==> src/rtl/cpu_run_ctrl_pkg.sv <==
// Shared types and helpers for the program-load/run controller.
// Holds the controller state enum, the default halt word and the
// counter saturation limit helper.
package cpu_run_pkg;

  typedef enum logic [2:0] {
    ST_IDLE,
    ST_LOAD,
    ST_HOLD,
    ST_RUN,
    ST_DONE,
    ST_TIMEOUT
  } runState_t;

  // Scan value that marks the end of a program run
  localparam logic [31:0] HALT_INSTR_DEFAULT = 32'h0000_0000;

  // Largest value a counter of the given width can hold
  function automatic logic [63:0] cntMax(input int unsigned width);
    return (width >= 64) ? '1 : ((64'd1 << width) - 64'd1);
  endfunction

endpackage

==> src/rtl/cpu_run_ctrl_if.sv <==
// Host load stream plus instruction-memory write port of cpu_run_ctrl.
// slave  : the controller (accepts words, drives the memory write port)
// master : the host/memory side
interface cpu_run_ctrl_if #(
  parameter int ADDR_W  = 10,
  parameter int INSTR_W = 32
);

  logic               i_Load_Valid;
  logic               o_Load_Ready;
  logic [INSTR_W-1:0] i_Load_Instr;
  logic               i_Load_Last;
  logic [ADDR_W-1:0]  o_InstrMEM_Write_Addr;
  logic [INSTR_W-1:0] o_InstrMEM_Write_Instr;
  logic               o_InstrMEM_MemWrite;

  modport slave (
    input  i_Load_Valid, i_Load_Instr, i_Load_Last,
    output o_Load_Ready, o_InstrMEM_Write_Addr, o_InstrMEM_Write_Instr,
           o_InstrMEM_MemWrite
  );

  modport master (
    output i_Load_Valid, i_Load_Instr, i_Load_Last,
    input  o_Load_Ready, o_InstrMEM_Write_Addr, o_InstrMEM_Write_Instr,
           o_InstrMEM_MemWrite
  );

endinterface

==> src/rtl/cpu_run_ctrl_sat_counter.sv <==
// Saturating up-counter used for the run-cycle and side-event counts.
// Synchronous clear has priority over increment; the count sticks at
// its maximum instead of wrapping.
module sat_counter
  import cpu_run_pkg::*;
#(
  parameter int CNT_W = 32
) (
  input  logic             i_clk,
  input  logic             i_rst,
  input  logic             i_clr,
  input  logic             i_inc,
  output logic [CNT_W-1:0] o_cnt
);

  localparam logic [CNT_W-1:0] MAX_VAL = CNT_W'(cntMax(CNT_W));

  logic [CNT_W-1:0] r_cnt;

  // Clear on a new sequence, otherwise count up until the ceiling
  always_ff @(posedge i_clk or posedge i_rst) begin
    if (i_rst) begin
      r_cnt <= '0;
    end else if (i_clr) begin
      r_cnt <= '0;
    end else if (i_inc && (r_cnt != MAX_VAL)) begin
      r_cnt <= r_cnt + 1'b1;
    end
  end

  assign o_cnt = r_cnt;

endmodule

==> src/rtl/cpu_run_ctrl.sv <==
// Program-load and run controller for the pipelined RISC-I core.
// Streams a program into instruction memory while the CPU is held in
// reset, releases the CPU after a short hold, then counts run cycles
// until the halt word is scanned, plus NUM_EVT side-event channels.
// Optional feature macro: CPU_RUN_TIMEOUT_EN (adds TIMEOUT_CYC and the
// TIMEOUT state; without it o_Timeout is tied low).
module cpu_run_ctrl
  import cpu_run_pkg::*;
#(
  parameter int ADDR_W   = 10,
  parameter int INSTR_W  = 32,
  parameter int CNT_W    = 32,
  parameter int NUM_EVT  = 2,
  parameter int RST_HOLD = 2,
  parameter logic [INSTR_W-1:0] HALT_INSTR = INSTR_W'(HALT_INSTR_DEFAULT)
`ifdef CPU_RUN_TIMEOUT_EN
  , parameter int TIMEOUT_CYC = 100000
`endif
) (
  input  logic                     i_CLK,
  input  logic                     i_RST,
  input  logic                     i_Start,
  cpu_run_ctrl_if.slave            loadBus,
  output logic                     o_CPU_RSTN,
  input  logic [INSTR_W-1:0]       i_scan_instr,
  input  logic [NUM_EVT-1:0]       i_Evt,
  output logic [CNT_W-1:0]         o_Cycles,
  output logic [NUM_EVT*CNT_W-1:0] o_Evt_Cnt,
  output logic                     o_Busy,
  output logic                     o_Done,
  output logic                     o_Timeout
);

  localparam int HOLD_W = (RST_HOLD > 1) ? $clog2(RST_HOLD) : 1;
  localparam logic [ADDR_W-1:0] LAST_ADDR = '1;

  runState_t          r_state;
  logic [ADDR_W-1:0]  r_loadAddr;
  logic [ADDR_W-1:0]  r_wrAddr;
  logic [INSTR_W-1:0] r_wrInstr;
  logic               r_memWrite;
  logic               r_loadReady;
  logic               r_cpuRstn;
  logic               r_done;
  logic [HOLD_W-1:0]  r_holdCnt;

  logic w_start;
  logic w_xfer;
  logic w_run;
  logic w_halt;
  logic w_toHit;
  logic w_cycInc;

  assign w_start  = i_Start && (r_state inside {ST_IDLE, ST_DONE, ST_TIMEOUT});
  assign w_xfer   = (r_state == ST_LOAD) && loadBus.i_Load_Valid && r_loadReady;
  assign w_run    = (r_state == ST_RUN);
  assign w_halt   = w_run && (i_scan_instr == HALT_INSTR);

`ifdef CPU_RUN_TIMEOUT_EN
  // A limit above the counter ceiling can never be reached
  localparam bit TO_REACH = (64'(TIMEOUT_CYC) <= cntMax(CNT_W));
  logic r_timeout;
  assign w_toHit   = TO_REACH && w_run && !w_halt &&
                     (o_Cycles == CNT_W'(TIMEOUT_CYC));
  assign o_Timeout = r_timeout;
`else
  assign w_toHit   = 1'b0;
  assign o_Timeout = 1'b0;
`endif

  // The cycle count stops on the halt cycle and on the timeout cycle
  assign w_cycInc = w_run && !w_halt && !w_toHit;

  // Sequence controller: load handshake, reset hold, run and end states
  always_ff @(posedge i_CLK or posedge i_RST) begin
    if (i_RST) begin
      r_state     <= ST_IDLE;
      r_loadAddr  <= '0;
      r_wrAddr    <= '0;
      r_wrInstr   <= '0;
      r_memWrite  <= 1'b0;
      r_loadReady <= 1'b0;
      r_cpuRstn   <= 1'b0;
      r_done      <= 1'b0;
      r_holdCnt   <= '0;
`ifdef CPU_RUN_TIMEOUT_EN
      r_timeout   <= 1'b0;
`endif
    end else begin
      r_memWrite <= 1'b0;
      case (r_state)
        ST_IDLE, ST_DONE, ST_TIMEOUT: begin
          r_cpuRstn <= 1'b0;
          if (w_start) begin
            r_state     <= ST_LOAD;
            r_loadAddr  <= '0;
            r_loadReady <= 1'b1;
            r_done      <= 1'b0;
`ifdef CPU_RUN_TIMEOUT_EN
            r_timeout   <= 1'b0;
`endif
          end
        end
        ST_LOAD: begin
          if (w_xfer) begin
            r_memWrite <= 1'b1;
            r_wrAddr   <= r_loadAddr;
            r_wrInstr  <= loadBus.i_Load_Instr;
            if (loadBus.i_Load_Last || (r_loadAddr == LAST_ADDR)) begin
              r_state     <= ST_HOLD;
              r_loadReady <= 1'b0;
              r_holdCnt   <= '0;
            end else begin
              r_loadAddr <= r_loadAddr + 1'b1;
            end
          end
        end
        ST_HOLD: begin
          if (r_holdCnt == HOLD_W'(RST_HOLD - 1)) begin
            r_cpuRstn <= 1'b1;
            r_state   <= ST_RUN;
          end else begin
            r_holdCnt <= r_holdCnt + 1'b1;
          end
        end
        ST_RUN: begin
          if (w_halt) begin
            r_state   <= ST_DONE;
            r_done    <= 1'b1;
            r_cpuRstn <= 1'b0;
          end
`ifdef CPU_RUN_TIMEOUT_EN
          else if (w_toHit) begin
            r_state   <= ST_TIMEOUT;
            r_timeout <= 1'b1;
            r_done    <= 1'b0;
            r_cpuRstn <= 1'b0;
          end
`endif
        end
        default: begin
          r_state <= ST_IDLE;
        end
      endcase
    end
  end

  assign loadBus.o_Load_Ready           = r_loadReady;
  assign loadBus.o_InstrMEM_Write_Addr  = r_wrAddr;
  assign loadBus.o_InstrMEM_Write_Instr = r_wrInstr;
  assign loadBus.o_InstrMEM_MemWrite    = r_memWrite;
  assign o_CPU_RSTN = r_cpuRstn;
  assign o_Done     = r_done;
  assign o_Busy     = r_state inside {ST_LOAD, ST_HOLD, ST_RUN};

  sat_counter #(.CNT_W(CNT_W)) u_cycCnt (
    .i_clk (i_CLK),
    .i_rst (i_RST),
    .i_clr (w_start),
    .i_inc (w_cycInc),
    .o_cnt (o_Cycles)
  );

  for (genvar k = 0; k < NUM_EVT; k++) begin : g_evt
    sat_counter #(.CNT_W(CNT_W)) u_evtCnt (
      .i_clk (i_CLK),
      .i_rst (i_RST),
      .i_clr (w_start),
      .i_inc (w_run && i_Evt[k]),
      .o_cnt (o_Evt_Cnt[k*CNT_W +: CNT_W])
    );
  end

endmodule

==> src/flat_wrapper.sv <==
// flat-port wrapper written by rule: the top's interface ports become plain ports
module cpu_run_ctrl_flat import cpu_run_pkg::*;
#(
  parameter int ADDR_W   = 10,
  parameter int INSTR_W  = 32,
  parameter int CNT_W    = 32,
  parameter int NUM_EVT  = 2,
  parameter int RST_HOLD = 2,
  parameter logic [INSTR_W-1:0] HALT_INSTR = INSTR_W'(HALT_INSTR_DEFAULT)

)
  (i_CLK, i_RST, i_Start, o_CPU_RSTN, i_scan_instr, i_Evt, o_Cycles, o_Evt_Cnt, o_Busy, o_Done, o_Timeout, loadBus_i_Load_Valid, loadBus_i_Load_Instr, loadBus_i_Load_Last, loadBus_o_Load_Ready, loadBus_o_InstrMEM_Write_Addr, loadBus_o_InstrMEM_Write_Instr, loadBus_o_InstrMEM_MemWrite);
  cpu_run_ctrl_if #(.ADDR_W(ADDR_W), .INSTR_W(INSTR_W)) loadBus_i ();
  input  logic i_CLK;
  input  logic i_RST;
  input  logic i_Start;
  output logic o_CPU_RSTN;
  input  logic [INSTR_W-1:0] i_scan_instr;
  input  logic [NUM_EVT-1:0] i_Evt;
  output logic [CNT_W-1:0] o_Cycles;
  output logic [NUM_EVT*CNT_W-1:0] o_Evt_Cnt;
  output logic o_Busy;
  output logic o_Done;
  output logic o_Timeout;
  input wire logic [$bits(loadBus_i.i_Load_Valid)-1:0] loadBus_i_Load_Valid;
  input wire logic [$bits(loadBus_i.i_Load_Instr)-1:0] loadBus_i_Load_Instr;
  input wire logic [$bits(loadBus_i.i_Load_Last)-1:0] loadBus_i_Load_Last;
  output wire logic [$bits(loadBus_i.o_Load_Ready)-1:0] loadBus_o_Load_Ready;
  output wire logic [$bits(loadBus_i.o_InstrMEM_Write_Addr)-1:0] loadBus_o_InstrMEM_Write_Addr;
  output wire logic [$bits(loadBus_i.o_InstrMEM_Write_Instr)-1:0] loadBus_o_InstrMEM_Write_Instr;
  output wire logic [$bits(loadBus_i.o_InstrMEM_MemWrite)-1:0] loadBus_o_InstrMEM_MemWrite;
  assign loadBus_i.i_Load_Valid = loadBus_i_Load_Valid;
  assign loadBus_i.i_Load_Instr = loadBus_i_Load_Instr;
  assign loadBus_i.i_Load_Last = loadBus_i_Load_Last;
  assign loadBus_o_Load_Ready = loadBus_i.o_Load_Ready;
  assign loadBus_o_InstrMEM_Write_Addr = loadBus_i.o_InstrMEM_Write_Addr;
  assign loadBus_o_InstrMEM_Write_Instr = loadBus_i.o_InstrMEM_Write_Instr;
  assign loadBus_o_InstrMEM_MemWrite = loadBus_i.o_InstrMEM_MemWrite;
  cpu_run_ctrl #(.ADDR_W(ADDR_W), .INSTR_W(INSTR_W), .CNT_W(CNT_W), .NUM_EVT(NUM_EVT), .RST_HOLD(RST_HOLD), .HALT_INSTR(HALT_INSTR)) u_core (.i_CLK(i_CLK), .i_RST(i_RST), .i_Start(i_Start), .loadBus(loadBus_i), .o_CPU_RSTN(o_CPU_RSTN), .i_scan_instr(i_scan_instr), .i_Evt(i_Evt), .o_Cycles(o_Cycles), .o_Evt_Cnt(o_Evt_Cnt), .o_Busy(o_Busy), .o_Done(o_Done), .o_Timeout(o_Timeout));
endmodule
==> config.mk <==
export PLATFORM = sky130hd
export DESIGN_NAME = cpu_run_ctrl_flat
export DESIGN_NICKNAME = d
export VERILOG_FILES = /design/src/rtl/cpu_run_ctrl_pkg.sv /design/src/rtl/cpu_run_ctrl_if.sv /design/src/rtl/cpu_run_ctrl_sat_counter.sv /design/src/rtl/cpu_run_ctrl.sv /design/src/flat_wrapper.sv
export SDC_FILE = /design/constraint.sdc
export NUM_CORES = 1
export LEC_CHECK = 0
export BUFFER_PORTS_ARGS = -buffer_cell sky130_fd_sc_hd__buf_2
export CAP_MARGIN = 40
export CORE_MARGIN = 2
export CORE_UTILIZATION = 57
export CTS_CLUSTER_SIZE = 12
export DETAILED_ROUTE_END_ITERATION = 10
export PLACE_DENSITY = 0.86
export SLEW_MARGIN = 15
export SYNTH_ARGS = -nofsm -noshare
export SYNTH_HDL_FRONTEND = slang
export SYNTH_HIERARCHICAL = 1
export SYNTH_SLANG_ARGS = --single-unit
export TNS_END_PERCENT = 10
==> constraint.sdc <==
create_clock -name i_CLK -period 7.2 [get_ports i_CLK]
set_input_delay 1.8 -clock i_CLK [delete_from_list [all_inputs] [get_ports i_CLK]]
set_output_delay 1.8 -clock i_CLK [all_outputs]
set_load 0.01 [all_outputs]
==> out/results.txt <==
Outcome = finished clean
Root buf cell = clkbuf_16
Vias per inst = 5.97
Vias in the first global route = 6953
Final nets = 1158
Full die area = 0.0150 mm²
Placed insts = 1244
Worst setup path start = i_scan_instr[17]
Routability cong. = 0.854
Dpl cell area = 0.00918 mm²
Total GRT Usage = 0.273
Gate Count Post-Synth = 875
CP endpoint kind = flop
CTS max path bufs = 2
Post-synth top area cell = dfrtp_1
Clock Skew = 9.66 ps
# fillers = 1095
DRT antenna net count = 0
CTS tree = done
First-pass GRT wire length = 33.1 mm
Max incr delay on CP = 510 ps
Final slew viol count = 0
Total iterations of the first detailed-routing run = 5
Setup bufs post-CTS = 0
Initial antenna violation count = 0
Netlist cell types = 62
Die width = 122 µm
Quantity of gates resized following cts = 0
Finished Cell Area = 0.00975 mm²
Critical path's slowest cell = or4_1
Syn. warnings = 6
Sequential area share after synthesis = 0.489
Arr. time, crit path = 4140 ps
Grt total ovfl = 0
Commonest non-fill, non-tap cell in the layout = buf_2
Clock transition at the registers of the reported paths = 60 ps
Worst-path cell chain = buf_2 > nor4_1 > nand4_1 > nor2_1 > nor2_1 > nand4_1 > nor3_1 > o311ai_1 > buf_4 > or4_1 > a21oi_1
R2r endpoint = u_core/u_cycCnt/o_cnt[16]$_DFFE_PP0P_
Static Leakage = 0.00477 µW
Routed WL = 20.2 mm
Hold EP = u_core/loadBus.o_InstrMEM_Write_Instr[2]$_DFFE_PP0P_
Share of layout cells above drive strength 1 = 0.257
Required time worst endpoint = 7540 ps
Min-delay src = u_core/loadBus.o_InstrMEM_Write_Instr[2]$_DFFE_PP0P_
Avg Cell Area, Syn = 9.13 µm²
Setup tns final = 0 ps
Synth area leaders = dfrtp_1 49%, nand2_1 8.1%, a21oi_1 5.0%, o31ai_1 3.8%, or4_1 3.5%
DRC = 0
Syn Nets = 950
Synth Flop Type = dfrtp_1
FF-to-FF path depth = 7
Largest net degree at the start of global routing = 63
Worst hold path depth = 2
Core ar. = 0.0138 mm²
Reg-to-reg critical path startpoint = u_core/r_state[0]$_DFFE_PP0P_
EDFF count, synth = 0
# rows = 43
Final count of hold timing violations = 0
CTS Sinks = 156
CP Launch Type = primary input
I/O pins = 215
Most frequent cells in the layout = 214 x buf_2, 172 x nand2_1, 156 x dfrtp_1, 79 x a21oi_1, 42 x nor2_1
DR WL/cell = 15.8 µm
Asr flop ratio synth = 1.00
#FFs+latches synth = 156
VDD IR max = 0.167 mV
Worst slew pin tran = 847 ps
Max FO, Critical Path = 15
Cell area after synthesis = 0.00799 mm²
Final cell count without fillers = 1277
PortBufs = 213
PwrDens = 206 mW/mm²
Register-to-register path setup slack = 4100 ps
DP HPWL = 13.6 mm
Violation count after the first detailed-route iteration = 551
Rel. slew slack = 0.428
Setup Viol. Count Final = 0
Die Ht = 122 µm
Vias = 7620
Final min period = 3800 ps
# Max-Cap Violations = 0
H-tree levels = 4
Area Overhead vs Synth = 22.1%
Yosys top cell area share = 0.489
Latest clock arrival within the worst-skew pair = 420 ps
Cts hold-fix bufs = 0
Num CTS Buffers = 17
Crit path kind = primary input to flop
Max Fclk = 263 MHz
RSZ-0062 raised after global routing = no
Worst min-delay path class = flop to flop
Pwr Total = 2010 µW
Starting density of the core = 0.580
Tcrit/Tclk final = 0.528
[report_power, final]
part	switching, µW	total [µW]	internal (µW)
Sequential	56.7	968	911
Combinational	107	182	75.8
Clock	379	860	481
[per-stage QoR]
step                hold slack (ps)   util  setup WS (ps)
finish                          469  0.708           3400
global route                    490  0.708           3210
CTS                             473  0.708           3440
detailed placement              457  0.667           3080
global placement                453  0.665           3130
floorplan                       486      -           3570
[cell usage after synthesis, drive strengths merged (3+ instances only)]
| cell type | instances |
|---|---|
| or4 | 40 |
| nor4 | 22 |
| and3 | 10 |
| nand2 | 172 |
| a21oi | 80 |
| buf | 17 |
| a21o | 4 |
| mux2i | 3 |
| o21ai | 47 |
| a31oi | 7 |
| o31ai | 40 |
| nand2b | 4 |
| o41ai | 4 |
| nand3 | 36 |
| clkbuf | 17 |
| ha | 4 |
| and4 | 11 |
| nor2 | 43 |
| o2111ai | 3 |
| inv | 27 |
| o211ai | 4 |
| and2 | 5 |
| o311ai | 4 |
| nor3 | 11 |
| nand4 | 27 |
| xor2 | 9 |
| or3 | 38 |
| dfrtp | 156 |
| xnor2 | 9 |
[state kept, by name, summed over array words and instances, names as in the netlist]
signal and flops:
u_core/r_holdCnt 1, u_core/o_Done 1, u_core/o_CPU_RSTN 1, u_core/loadBus.o_InstrMEM_Write_Addr 10, u_core/loadBus.o_Load_Ready 1, u_core/loadBus.o_InstrMEM_MemWrite 1, u_core/r_state 3, u_core/g_evt.u_evtCnt/o_cnt 64
u_core/u_cycCnt/o_cnt 32, u_core/loadBus.o_InstrMEM_Write_Instr 32, u_core/r_loadAddr 10
[final cells by class]
| cell class | count | area, µm² | area share |
|---|---|---|---|
| Clock inverter | 15 | 141 | 0.0145 |
| Clock buffer | 17 | 425 | 0.0436 |
| Inverter | 27 | 101 | 0.0104 |
| Antenna cell | 1 | 2.50 | 0.000257 |
| Timing Repair Buffer | 223 | 1140 | 0.117 |
| Tap cell | 180 | 225 | 0.0231 |
| Multi-Input combinational cell | 658 | 3810 | 0.391 |
| Sequential cell | 156 | 3900 | 0.400 |
[how the worst max path moves through the flow]
stage                                                 end  slack [ps]  cells after the start
global route        u_core/u_cycCnt/o_cnt[27]$_DFFE_PP0P_        3210                     11
CTS                 u_core/u_cycCnt/o_cnt[27]$_DFFE_PP0P_        3440                     11
finish              u_core/u_cycCnt/o_cnt[27]$_DFFE_PP0P_        3400                     11
detailed placement  u_core/u_cycCnt/o_cnt[27]$_DFFE_PP0P_        3080                     11
global placement    u_core/u_cycCnt/o_cnt[27]$_DFFE_PP0P_        3130                     11
floorplan           u_core/u_cycCnt/o_cnt[19]$_DFFE_PP0P_        3570                     10
[cells by family after synthesis]
group	synth area share
flip-flops	0.489
XOR/XNOR	0.0197
other	0.000470
AO/OA/AOI/OAI	0.160
multiplexers	0.00517
buffers and inverters	0.0349
AND/OR/NAND/NOR	0.285
adder cells (fa/ha/maj)	0.00627
[worst max-delay path: cells and delay by family]
| family | cells | cell delay [ps] |
|---|---|---|
| AO/OA/AOI/OAI | 2 | 320 |
| buffers and inverters | 2 | 290 |
| AND/OR/NAND/NOR | 7 | 1730 |
[layer usage]
metal | up-vias | global-route usage | wire length, µm
met3 | 34 | 0.0604 | 1250
met2 | 265 | 0.448 | 10100
met5 | - | 0 | 0
met4 | 0 | 0.0955 | 334
li1 | 3642 | - | -
met1 | 3679 | 0.358 | 8570
Power figures use the tool's default switching activity.
